[src/rtl/div_unit.sv]
// div_unit: iterative restoring shift-subtract divider, one quotient bit per clock.
// Ports:
//   clk    rising-edge clock
//   reset  asynchronous active-high reset, clears all state
//   start  pulse that latches A/B and begins a division; ignored while Busy
//   A, B   dividend and divisor, sampled only on the accepting start edge
//   Busy   high while a division is in flight (WIDTH+2 cycles)
//   HI     remainder of the last completed division
//   LO     quotient of the last completed division
module div_unit #(
    parameter int WIDTH  = 32,
    parameter bit SIGNED = 1'b1
) (
    input  logic             clk,
    input  logic             reset,
    input  logic             start,
    input  logic [WIDTH-1:0] A,
    input  logic [WIDTH-1:0] B,
    output logic             Busy,
    output logic [WIDTH-1:0] HI,
    output logic [WIDTH-1:0] LO
);
    localparam int CW = $clog2(WIDTH);

    typedef enum logic [1:0] {IDLE, PREP, ITER, FIX} state_t;

    state_t           state_q, state_d;
    logic [WIDTH-1:0] a_q, a_d, b_q, b_d, bmag_q, bmag_d, quo_q, quo_d, hi_q, hi_d, lo_q, lo_d;
    logic [WIDTH:0]   rem_q, rem_d;
    logic [CW-1:0]    cnt_q, cnt_d;
    logic             neg_quo_q, neg_quo_d, neg_rem_q, neg_rem_d;
    logic             sign_a, sign_b;
    logic [WIDTH+1:0] part;

    assign sign_a = SIGNED && a_q[WIDTH-1];
    assign sign_b = SIGNED && b_q[WIDTH-1];
    // Remainder shifted left with the next dividend bit; one spare top bit so the compare never loses a carry.
    assign part   = {rem_q, quo_q[WIDTH-1]};

    always_comb begin
        state_d   = state_q;
        a_d       = a_q;
        b_d       = b_q;
        bmag_d    = bmag_q;
        quo_d     = quo_q;
        rem_d     = rem_q;
        cnt_d     = cnt_q;
        neg_quo_d = neg_quo_q;
        neg_rem_d = neg_rem_q;
        hi_d      = hi_q;
        lo_d      = lo_q;
        case (state_q)
            IDLE: begin
                if (start) begin
                    a_d     = A;
                    b_d     = B;
                    state_d = PREP;
                end
            end
            PREP: begin
                neg_quo_d = sign_a ^ sign_b;
                neg_rem_d = sign_a;
                quo_d     = sign_a ? -a_q : a_q;
                bmag_d    = sign_b ? -b_q : b_q;
                rem_d     = '0;
                cnt_d     = '0;
                state_d   = ITER;
            end
            ITER: begin
                rem_d   = (part >= {2'b00, bmag_q}) ? (WIDTH+1)'(part - {2'b00, bmag_q}) : (WIDTH+1)'(part);
                quo_d   = {quo_q[WIDTH-2:0], part >= {2'b00, bmag_q}};
                cnt_d   = cnt_q + 1'b1;
                state_d = (cnt_q == CW'(WIDTH-1)) ? FIX : ITER;
            end
            FIX: begin
                // Divide by zero reports all-ones quotient and the dividend as remainder, regardless of sign mode.
                lo_d    = (b_q == '0) ? '1 : (neg_quo_q ? -quo_q : quo_q);
                hi_d    = (b_q == '0) ? a_q : (neg_rem_q ? -rem_q[WIDTH-1:0] : rem_q[WIDTH-1:0]);
                state_d = IDLE;
            end
            default: state_d = IDLE;
        endcase
    end

    always_ff @(posedge clk or posedge reset) begin
        if (reset) begin
            state_q   <= IDLE;
            a_q       <= '0;
            b_q       <= '0;
            bmag_q    <= '0;
            quo_q     <= '0;
            rem_q     <= '0;
            cnt_q     <= '0;
            neg_quo_q <= 1'b0;
            neg_rem_q <= 1'b0;
            hi_q      <= '0;
            lo_q      <= '0;
        end else begin
            state_q   <= state_d;
            a_q       <= a_d;
            b_q       <= b_d;
            bmag_q    <= bmag_d;
            quo_q     <= quo_d;
            rem_q     <= rem_d;
            cnt_q     <= cnt_d;
            neg_quo_q <= neg_quo_d;
            neg_rem_q <= neg_rem_d;
            hi_q      <= hi_d;
            lo_q      <= lo_d;
        end
    end

    assign Busy = (state_q != IDLE);
    assign HI   = hi_q;
    assign LO   = lo_q;
endmodule

[config.mk]
export PLATFORM = sky130hd
export DESIGN_NAME = div_unit
export DESIGN_NICKNAME = d
export VERILOG_FILES = /design/src/rtl/div_unit.sv
export SDC_FILE = /design/constraint.sdc
export NUM_CORES = 1
export LEC_CHECK = 0
export BUFFER_PORTS_ARGS = -buffer_cell sky130_fd_sc_hd__buf_2
export CAP_MARGIN = 5
export CORE_AREA = 5 5 223 225
export CTS_CLUSTER_DIAMETER = 200
export DETAILED_ROUTE_END_ITERATION = 6
export DIE_AREA = 0 0 228 230
export PLACE_DENSITY = 0.42
export SLEW_MARGIN = 10
export SYNTH_ARGS = -nofsm -noshare
export SYNTH_HDL_FRONTEND = slang
export SYNTH_SLANG_ARGS = --single-unit
export TNS_END_PERCENT = 100
[constraint.sdc]
create_clock -name clk -period 21.5 [get_ports clk]
set_input_delay 2.15 -clock clk [delete_from_list [all_inputs] [get_ports clk]]
set_output_delay 2.15 -clock clk [all_outputs]
set_load 0.02 [all_outputs]
* Yosys cells after proc, flatten, opt, wreduce, memory -nomap -nowiden
Index checks and enable logic that the tools add are counted.
** Storage, ports and cells
- ROM bits :: 0
- Memories kept :: 0
- Bits in writable memories :: 0
- Output and inout bits :: 65
- Bits of input ports :: 67
- Word-level logic and storage cells :: 42
- Bits in latches :: 0
- Register bits :: 234
** Operators by class
- Equal/unequal tests :: 5
- Bitwise gates (word level) :: 1
- Reductions and logical operators :: 5
- Add/sub/neg operators :: 6
- $lt $le $gt $ge :: 1
- Muxes and demuxes :: 13
- Shifts and indexed selects :: 0
- Multiply operators :: 0
- Divide/modulo/power cells :: 0
** Operators with widths (number)
- 32-bit two-way mux :: 6
- 32-bit negation :: 4
- 33-bit one-hot mux with 2 select lines :: 1
- 32-bit one-hot mux with 2 select lines :: 1
- 34-bit by 32-bit greater-or-equal comparator with 1-bit output :: 1
- 33-bit two-way mux :: 1
- 33-bit by 32-bit subtractor with 33-bit output :: 1
- 32-bit zero test :: 1
- 5-bit one-hot mux with 2 select lines :: 1
- 2-bit one-hot mux with 4 select lines :: 1
- 5-bit by 1-bit adder with 5-bit output, second input constant :: 1
- 5-bit == test, second input constant :: 1
- 2-bit == test, second input constant :: 2
- 2-bit nonzero test :: 2
- 2-bit by 1-bit == test with 1-bit output, second input constant :: 1
- 2-bit zero test :: 1
- 2-bit two-way mux :: 1
- 2-bit != test, second input constant :: 1
- 2-bit AND reduction :: 1
- 1-bit two-way mux :: 1
- 1-bit bitwise XOR :: 1

* Longest topological paths before layout
Gate-level depths: netlist (run 1).
- Depth in word-level cells :: 3
- Gate-level depth with buffers :: 14
- Gate-level depth less buffers :: 12

* Worst setup path before layout (run 1)
OpenSTA, ideal clock, no wires.
- Path kind :: reg2reg
- From :: register quo_q[31]
- To :: register rem_q[21]
- Arrival time :: 3.189 ns
- Path buffers :: 2
- Stages on the path, launching flop included :: 15
- Library setup time :: 0.090 ns
- Path slack :: 18.221 ns
- Period minus slack after synthesis :: 3.279 ns
- Data required time :: 21.410 ns
- Path through :: dfrtp_1 > inv_1 > ha_1 > inv_1 > fa_1 > a21o_1 > a221oi_1 > or4_1 > nand3_1 > a211o_1 > a21oi_1 > clkbuf_1 > buf_2 > nand4_1 > o221ai_1
** Between the ends
- Word-level cells in the longest chain between the ends :: 3
- Elaborated cells between the ends (all ways) :: 4
- Those cells by class :: add/sub: 1; order compare: 1; mux: 2
** Ends and longest elaborated chain
- start, declared :: RTL line 28 : logic [WIDTH-1:0] a_q, a_d, b_q, b_d, bmag_q, bmag_d, quo_q, quo_d, hi_q, hi_d, lo_q, lo_d;
- start signal, assigned :: RTL line 103 : quo_q <= quo_d;
- 33-bit by 32-bit subtractor with 33-bit output / 34-bit by 32-bit greater-or-equal comparator with 1-bit output (equally long branches) :: RTL line 70 : rem_d = (part >= {2'b00, bmag_q}) ? (WIDTH+1)'(part - {2'b00, bmag_q}) : (WIDTH+1)'(part);
- 33-bit two-way mux (*) :: RTL line 70
- 33-bit one-hot mux with 2 select lines (*) :: RTL line 52 : case (state_q)
- end signal, assigned :: RTL line 104 : rem_q <= rem_d;
- end, declared :: RTL line 29 : logic [WIDTH:0] rem_q, rem_d;
Mark *: on every way between the ends. The rest lies on a longest branch, timed or not.
A chain may end at the register's enable or synchronous reset.

* Worst setup path after layout (run 1)
- From :: register quo_q[31]
- To :: register rem_q[23]
The elaborated chain is that of the path after synthesis.

==> summary.md, run 1 <==
| Metric | Value |
|---|---|
| Core Rows | 80 |
| Crit. End Element | register |
| Share of layout cells above drive strength 1 | 19.5% |
| Worst Setup Start Kind | register |
| Detailed placement HPWL | 30300 um |
| Mapped Area | 0.0140 mm2 |
| Final nets | 1708 |
| DRT Pass-1 Iters | 5 |
| DRT iter0 DRCs | 627 |
| Setup bufs post-CTS | 0 |
| Clock latency at the later pin of the worst-skew pair | 590 ps |
| Initial core utilization | 29.6% |
| Vias in the first global route | 11274 |
| Total power | 2.84 mW |
| Clock Skew | 26.5 ps |
| I/O pin cnt | 132 |
| FF-to-FF Start | quo_q[31]$_DFFE_PP0P_ |
| Worst-Margin Slew | 969 ps |
| Top cells by area, synth | dfrtp_1 (42%), mux2_2 (7.1%), xor2_1 (4.9%) |
| Synth Instances | 1498 |
| Via-to-Cell Ratio | 5.01 |
| Global-route wire length before repair | 66600 um |
| Cts bufs inserted | 31 |
| Hold buffers post-CTS | 0 |
| Largest area contributor in the netlist | dfrtp_1 |
| DIE HEIGHT | 230 um |
| Cell Pwr Density | 174 mW/mm2 |
| Initial antenna violation count | 0 |
| TritonCTS clock tree | done |
| Most frequent cell after synthesis | dfrtp_1 |
| Post-synthesis sequential area ratio | 41.7% |
| Final setup fails | 0 |
| CTS resizes | 0 |
| Drt wl/cell | 18.6 um |
| Fin. max-slew vios | 0 |
| Worst setup path category | reg -> reg |
| Setup TNS | 0 ps |
| Reg2reg path depth | 13 |
| Worst-path clk slew | 60 ps |
| Cell depth of the worst hold path | 1 |
| DRC violation count after routing | 0 |
| Worst EP required | 21990 ps |
| Largest net degree at the start of global routing | 101 |
| Worst-path fanout max | 16 |
| Gr usage total | 15.5% |
| Min cycle time layout | 4010 ps |
| Top FF cell, synth | dfrtp_1 |
| RSZ-0062 raised after global routing | false |
| Hold Path Sink | cnt_q[3]$_DFFE_PP0P_ |
| Max Cap Viol | 0 |
| IO buf count | 131 |
| #FFs+latches synth | 234 |
| Setup WS pre-CTS | 17480 ps |
| Peak supply drop | 0.0703 mV |
| Max Freq | 250 MHz |
| Antenna Nets Post-Route | 0 |
| Die Wd | 228 um |
| Final Worst Setup Slack | 17490 ps |
| N_diodes | 0 |
| Via count | 11203 |
| Unique masters post-synth | 65 |
| Fin crit share | 18.6% |
| Final wirelength | 41600 um |
| Final Hold Violating Endpoints | 0 |
| Syn nets | 1609 |
| GR Overflow Total | 0 |
| Lkg Pwr | 7.29 nW |
| Slew HR | 35.4% |
| Htree depth | 1 |
| Synth cell count leaders | dfrtp_1 (234), nor2_1 (131), nand2_1 (115) |
| Crit path arrival time | 4500 ps |
| Capturing point of the worst reg2reg path | rem_q[23]$_DFFE_PP0P_ |
| Async SR Flop Fraction | 100% |
| R2R Setup Slk | 17490 ps |
| Synth top area share | 41.7% |
| Clock Tree Root | clkbuf_16 |
| CTS Buffer Depth | 3 |
| Gp weighted congestion | 0.832 |
| Ys Warns | 0 |
| Syn Area/Cell | 9.36 um2 |
| CORE AREA | 0.0473 mm2 |
| EDFF count, synth | 0 |
| Hold wc startpoint | cnt_q[3]$_DFFE_PP0P_ |
| CTS sink count | 234 |
| Worst hold path type | reg -> reg |
| Die ar. | 0.0524 mm2 |
| Area Growth Syn to Fin | 16.5% |
| Status | complete, no violations |
-- worst max-delay path by stage --
stage / from / endpoint / slack [ps] / cells past startpoint
floorplan: reset / HI[0]$_DFFE_PP0N_ / 12930 / 1
global placement: quo_q[31]$_DFFE_PP0P_ / rem_q[23]$_DFFE_PP0P_ / 17530 / 13
detailed placement: quo_q[31]$_DFFE_PP0P_ / rem_q[23]$_DFFE_PP0P_ / 17480 / 13
CTS: quo_q[31]$_DFFE_PP0P_ / rem_q[23]$_DFFE_PP0P_ / 17460 / 13
global route: quo_q[31]$_DFFE_PP0P_ / rem_q[23]$_DFFE_PP0P_ / 17090 / 13
finish: quo_q[31]$_DFFE_PP0P_ / rem_q[23]$_DFFE_PP0P_ / 17490 / 13
-- power breakdown --
group / internal, mW / switching, mW / total, mW
logic: 0.593 / 0.864 / 1.46
clock network: 0.313 / 0.211 / 0.524
registers: 0.638 / 0.222 / 0.860
total: 1.54 / 1.30 / 2.84
-- cell type report --
type | instances | area, um2
clock buffers | 45 | 898
clock inverters | 12 | 133
fillers | 4956 | 31000
inverters | 100 | 383
multi-input cells | 1082 | 7510
flip-flops and latches | 234 | 5860
well taps | 615 | 769
repair buffers | 148 | 783
-- layer usage --
metal | part of all wire [%] | track usage [%] | up-vias
li1 | - | - | 5562
met1 | 49 | 22.2 | 5385
met2 | 46 | 25.1 | 208
met3 | 3.7 | 2.42 | 48
met4 | 1.8 | 3.08 | 0
met5 | 0 | 0 | -
-- sequential cells by signal, indices dropped and copies added, names as in the netlist --
register,count
a_q,32
state_q,2
quo_q,32
neg_rem_q,1
bmag_q,32
neg_quo_q,1
cnt_q,5
LO,32
HI,32
rem_q,33
b_q,32
-- placed cells by master, fill, tap and decap left out, types with 9 or more instances in the layout --
master / synthesis / layout
xnor2_1: 65 / 65
inv_1: 100 / 99
mux2_2: 89 / 89
o21ai_0: 110 / 110
o22ai_1: 18 / 18
xor2_1: 78 / 78
ha_1: 43 / 39
o221ai_1: 9 / 9
clkbuf_16: 0 / 31
a31oi_1: 22 / 22
or3_1: 12 / 12
or4_1: 18 / 18
nand3_1: 22 / 22
nor2_1: 131 / 131
nor2b_1: 12 / 12
nand2_1: 115 / 114
mux2i_1: 20 / 20
a21o_1: 20 / 20
o41ai_1: 15 / 15
nor3_1: 13 / 12
dfrtp_1: 234 / 234
o31ai_1: 34 / 34
buf_4: 0 / 17
a21oi_1: 81 / 81
buf_2: 2 / 131
o211ai_1: 25 / 25
nand2b_1: 11 / 11
nand4_1: 16 / 16
-- cells by family after synthesis --
| kind of cell | synth area share [%] |
|---|---|
| compound gates | 18.6 |
| simple gates | 13.3 |
| flops | 41.7 |
| buf+inv | 4.89 |
| xor+xnor | 8.93 |
| mux | 8.57 |
| fa+ha+maj | 3.98 |
-- per-stage QoR --
stage	utilization [%]	hold WS, ps	cell area (um2)	std cells
2_1_floorplan	-	444	14000	1498
3_3_place_gp	32.3	476	15300	2179
3_5_place_dp	32.3	474	15300	2179
4_1_cts	34.5	488	16300	2236
5_1_grt	34.5	542	16300	2236
6_report	34.5	487	16300	2236
-- worst max-delay path, cell delays in order (launching register included) --
cell	delay, ps
dfrtp_1	390
inv_1	150
ha_1	190
inv_1	50
fa_1	400
a21o_1	210
a221oi_1	510
or4_1	260
nand3_1	110
a211o_1	300
a21oi_1	660
buf_4	340
nand2_1	70
a311oi_1	260
Note: power is estimated with default switching activity, not from simulation.
==> inputs of run 2 (changes only) <==
clock period = 4.1 ns   (was 21.5 ns; I/O delays follow)
==> summary.md, run 2 (synthesized netlist as in run 1, its figures left out) <==
| Metric | Value |
|---|---|
| Peak supply drop | 0.342 mV (+390%) |
| Via-to-Cell Ratio | 5.00 (-0.24%) |
| Crit path arrival time | 3880 ps (-620 ps) |
| Share of layout cells above drive strength 1 | 19.6% (+0.099 points) |
| IO buf count | 131 (unchanged) |
| Worst hold path type | in -> reg |
| Worst EP required | 4570 ps (-17420 ps) |
| Crit path largest cell delay | 410 ps (-250 ps) |
| Htree depth | 1 (unchanged) |
| Biggest register | rem_q |
| Max reg flops | 33 (unchanged) |
| Global-route wire length before repair | 66200 um (-0.63%) |
| Setup bufs post-CTS | 0 (unchanged) |
| Worst Setup Start Kind | register |
| Critical path, cell by cell | inv_1, ha_1, inv_1, fa_1, a21o_1, a221oi_1, buf_4, or4_1, nand3_1, a211o_1, a21o_1, buf_4, mux2i_1, a211oi_1 |
| Worst-path fanout max | 29 (+13) |
| DRT Pass-1 Iters | 7 (+2) |
| CP top delay family | compound AO/OA/AOI/OAI gates |
| Final std cells w/o fill | 2238 (+0.089%) |
| Final Hold Violating Endpoints | 0 (unchanged) |
| Worst setup path category | reg -> reg |
| GR Overflow Total | 0 (unchanged) |
| Worst-path clk slew | 60 ps (about the same) |
| Slew HR | 36.8% (+1.4 points) |
| Cell Pwr Density | 911 mW/mm2 (+420%) |
| Min cycle time layout | 3400 ps (-603 ps) |
| Buf/Inv on CP | 4 (+1) |
| Setup TNS | 0 ps (unchanged) |
| Final nets | 1712 (+0.23%) |
| Die ar. | 0.0524 mm2 (unchanged) |
| Most common cell after layout, fill and taps aside | dfrtp_1 |
| Initial antenna violation count | 0 (unchanged) |
| Final Util | 34.6% (+0.12 points) |
| Crit. End Element | register |
| Final setup fails | 0 (unchanged) |
| Largest net degree at the start of global routing | 119 (+18%) |
| Cts bufs inserted | 30 (-3.2%) |
| Commonest non-fill, non-tap cells in the layout | dfrtp_1 (234), nor2_1 (131), buf_2 (131) |
| Gp weighted congestion | 0.857 (+3.1%) |
| Placed Instances | 2183 (+0.18%) |
| Final wirelength | 41500 um (about the same) |
| Lkg Pwr | 7.32 nW (+0.43%) |
| DRC violation count after routing | 1 (+1) |
| Max Cap Viol | 0 (unchanged) |
| DRT iter0 DRCs | 659 (+5.1%) |
| CTS resizes | 0 (unchanged) |
| CTS sink count | 234 (unchanged) |
| Via count | 11186 (-0.15%) |
| Clock Skew | 14.5 ps (-12.0 ps) |
| Min Hold Slack | 76.4 ps (-411 ps) |
| Worst-Margin Slew | 948 ps (-21.4 ps) |
| DIE HEIGHT | 230 um (unchanged) |
| Status | finished, violations left |
| Fin. max-slew vios | 0 (unchanged) |
| I/O pin cnt | 132 (unchanged) |
| Initial core utilization | 29.6% (unchanged) |
| Max Freq | 294 MHz (+18%) |
| Antenna Nets Post-Route | 0 (unchanged) |
| Fin crit share | 83.0% (+64 points) |
| RSZ-0062 raised after global routing | false |
| Drt wl/cell | 18.6 um (-0.12%) |
| Clock Tree Root | clkbuf_16 |
| Cell at the slowest stage of the critical path | dfrtp_1 |
| Clock latency at the later pin of the worst-skew pair | 570 ps (-20 ps) |
| TritonCTS clock tree | done |
| Detailed placement HPWL | 30500 um (+0.82%) |
| Die Wd | 228 um (unchanged) |
| Vias in the first global route | 11190 (-0.75%) |
| Fill count | 4911 (-0.91%) |
| N_diodes | 0 (unchanged) |
| CORE AREA | 0.0473 mm2 (unchanged) |
| Core Rows | 80 (unchanged) |
| Area Growth Syn to Fin | 16.9% |
| Gr usage total | 15.4% (-0.12 points) |
| Violated checks | DRC |
| CTS Buffer Depth | 3 (unchanged) |
run 2: final cells by class:
class	instances	area (um2)	share of cell area (%)
clock inverters	8	104	0.633
inverters	100	379	2.31
repair buffers	153	861	5.25
multi-input cells	1082	7510	45.8
flip-flops and latches	234	5860	35.7
well taps	615	769	4.69
clock buffers	46	911	5.56
run 2: power by group:
| part | switching [mW] | internal [mW] |
|---|---|---|
| registers | 1.24 | 3.35 |
| logic | 4.48 | 3.18 |
| clock network | 1.04 | 1.64 |
run 2: worst paths after layout:
path | startpoint | cells past startpoint | endpoint | slack, ps
worst max-delay path | quo_q[31]$_DFFE_PP0P_ | 14 | rem_q[11]$_DFFE_PP0P_ | 700
worst min-delay path | B[15] | 2 | b_q[15]$_DFFE_PP0P_ | 80
worst max register to register | quo_q[31]$_DFFE_PP0P_ | 14 | rem_q[11]$_DFFE_PP0P_ | 700
worst min register to register | cnt_q[3]$_DFFE_PP0P_ | 1 | cnt_q[3]$_DFFE_PP0P_ | 490
max in group asynchronous | reset | 4 | b_q[29]$_DFFE_PP0P_ | 2400
min in group asynchronous | reset | 3 | HI[16]$_DFFE_PP0N_ | 520
run 2: stage by stage:
step           cell area (um2)  setup slack (ps)  power (mW)
6_report                 16400               697        14.9
5_1_grt                  16400               333        16.2
4_1_cts                  16400               661        15.2
3_5_place_dp             15400               715        12.4
3_3_place_gp             15400               715        12.3
2_1_floorplan            14000               626        9.96
run 2: timing repair:
action | 4_1_cts | 5_1_grt
hold endpoints to repair | 27 | 0
setup endpoints to repair | 0 | 0
hold buffers | 1 | 0
run 2: layer usage:
metal  wire [um]  up-vias  track usage (%)
li1            -     5556                -
met1       20300     5399             22.0
met2       19000      190             25.1
met3        1520       41             2.50
met4         685        0             2.72
met5           0        -                0
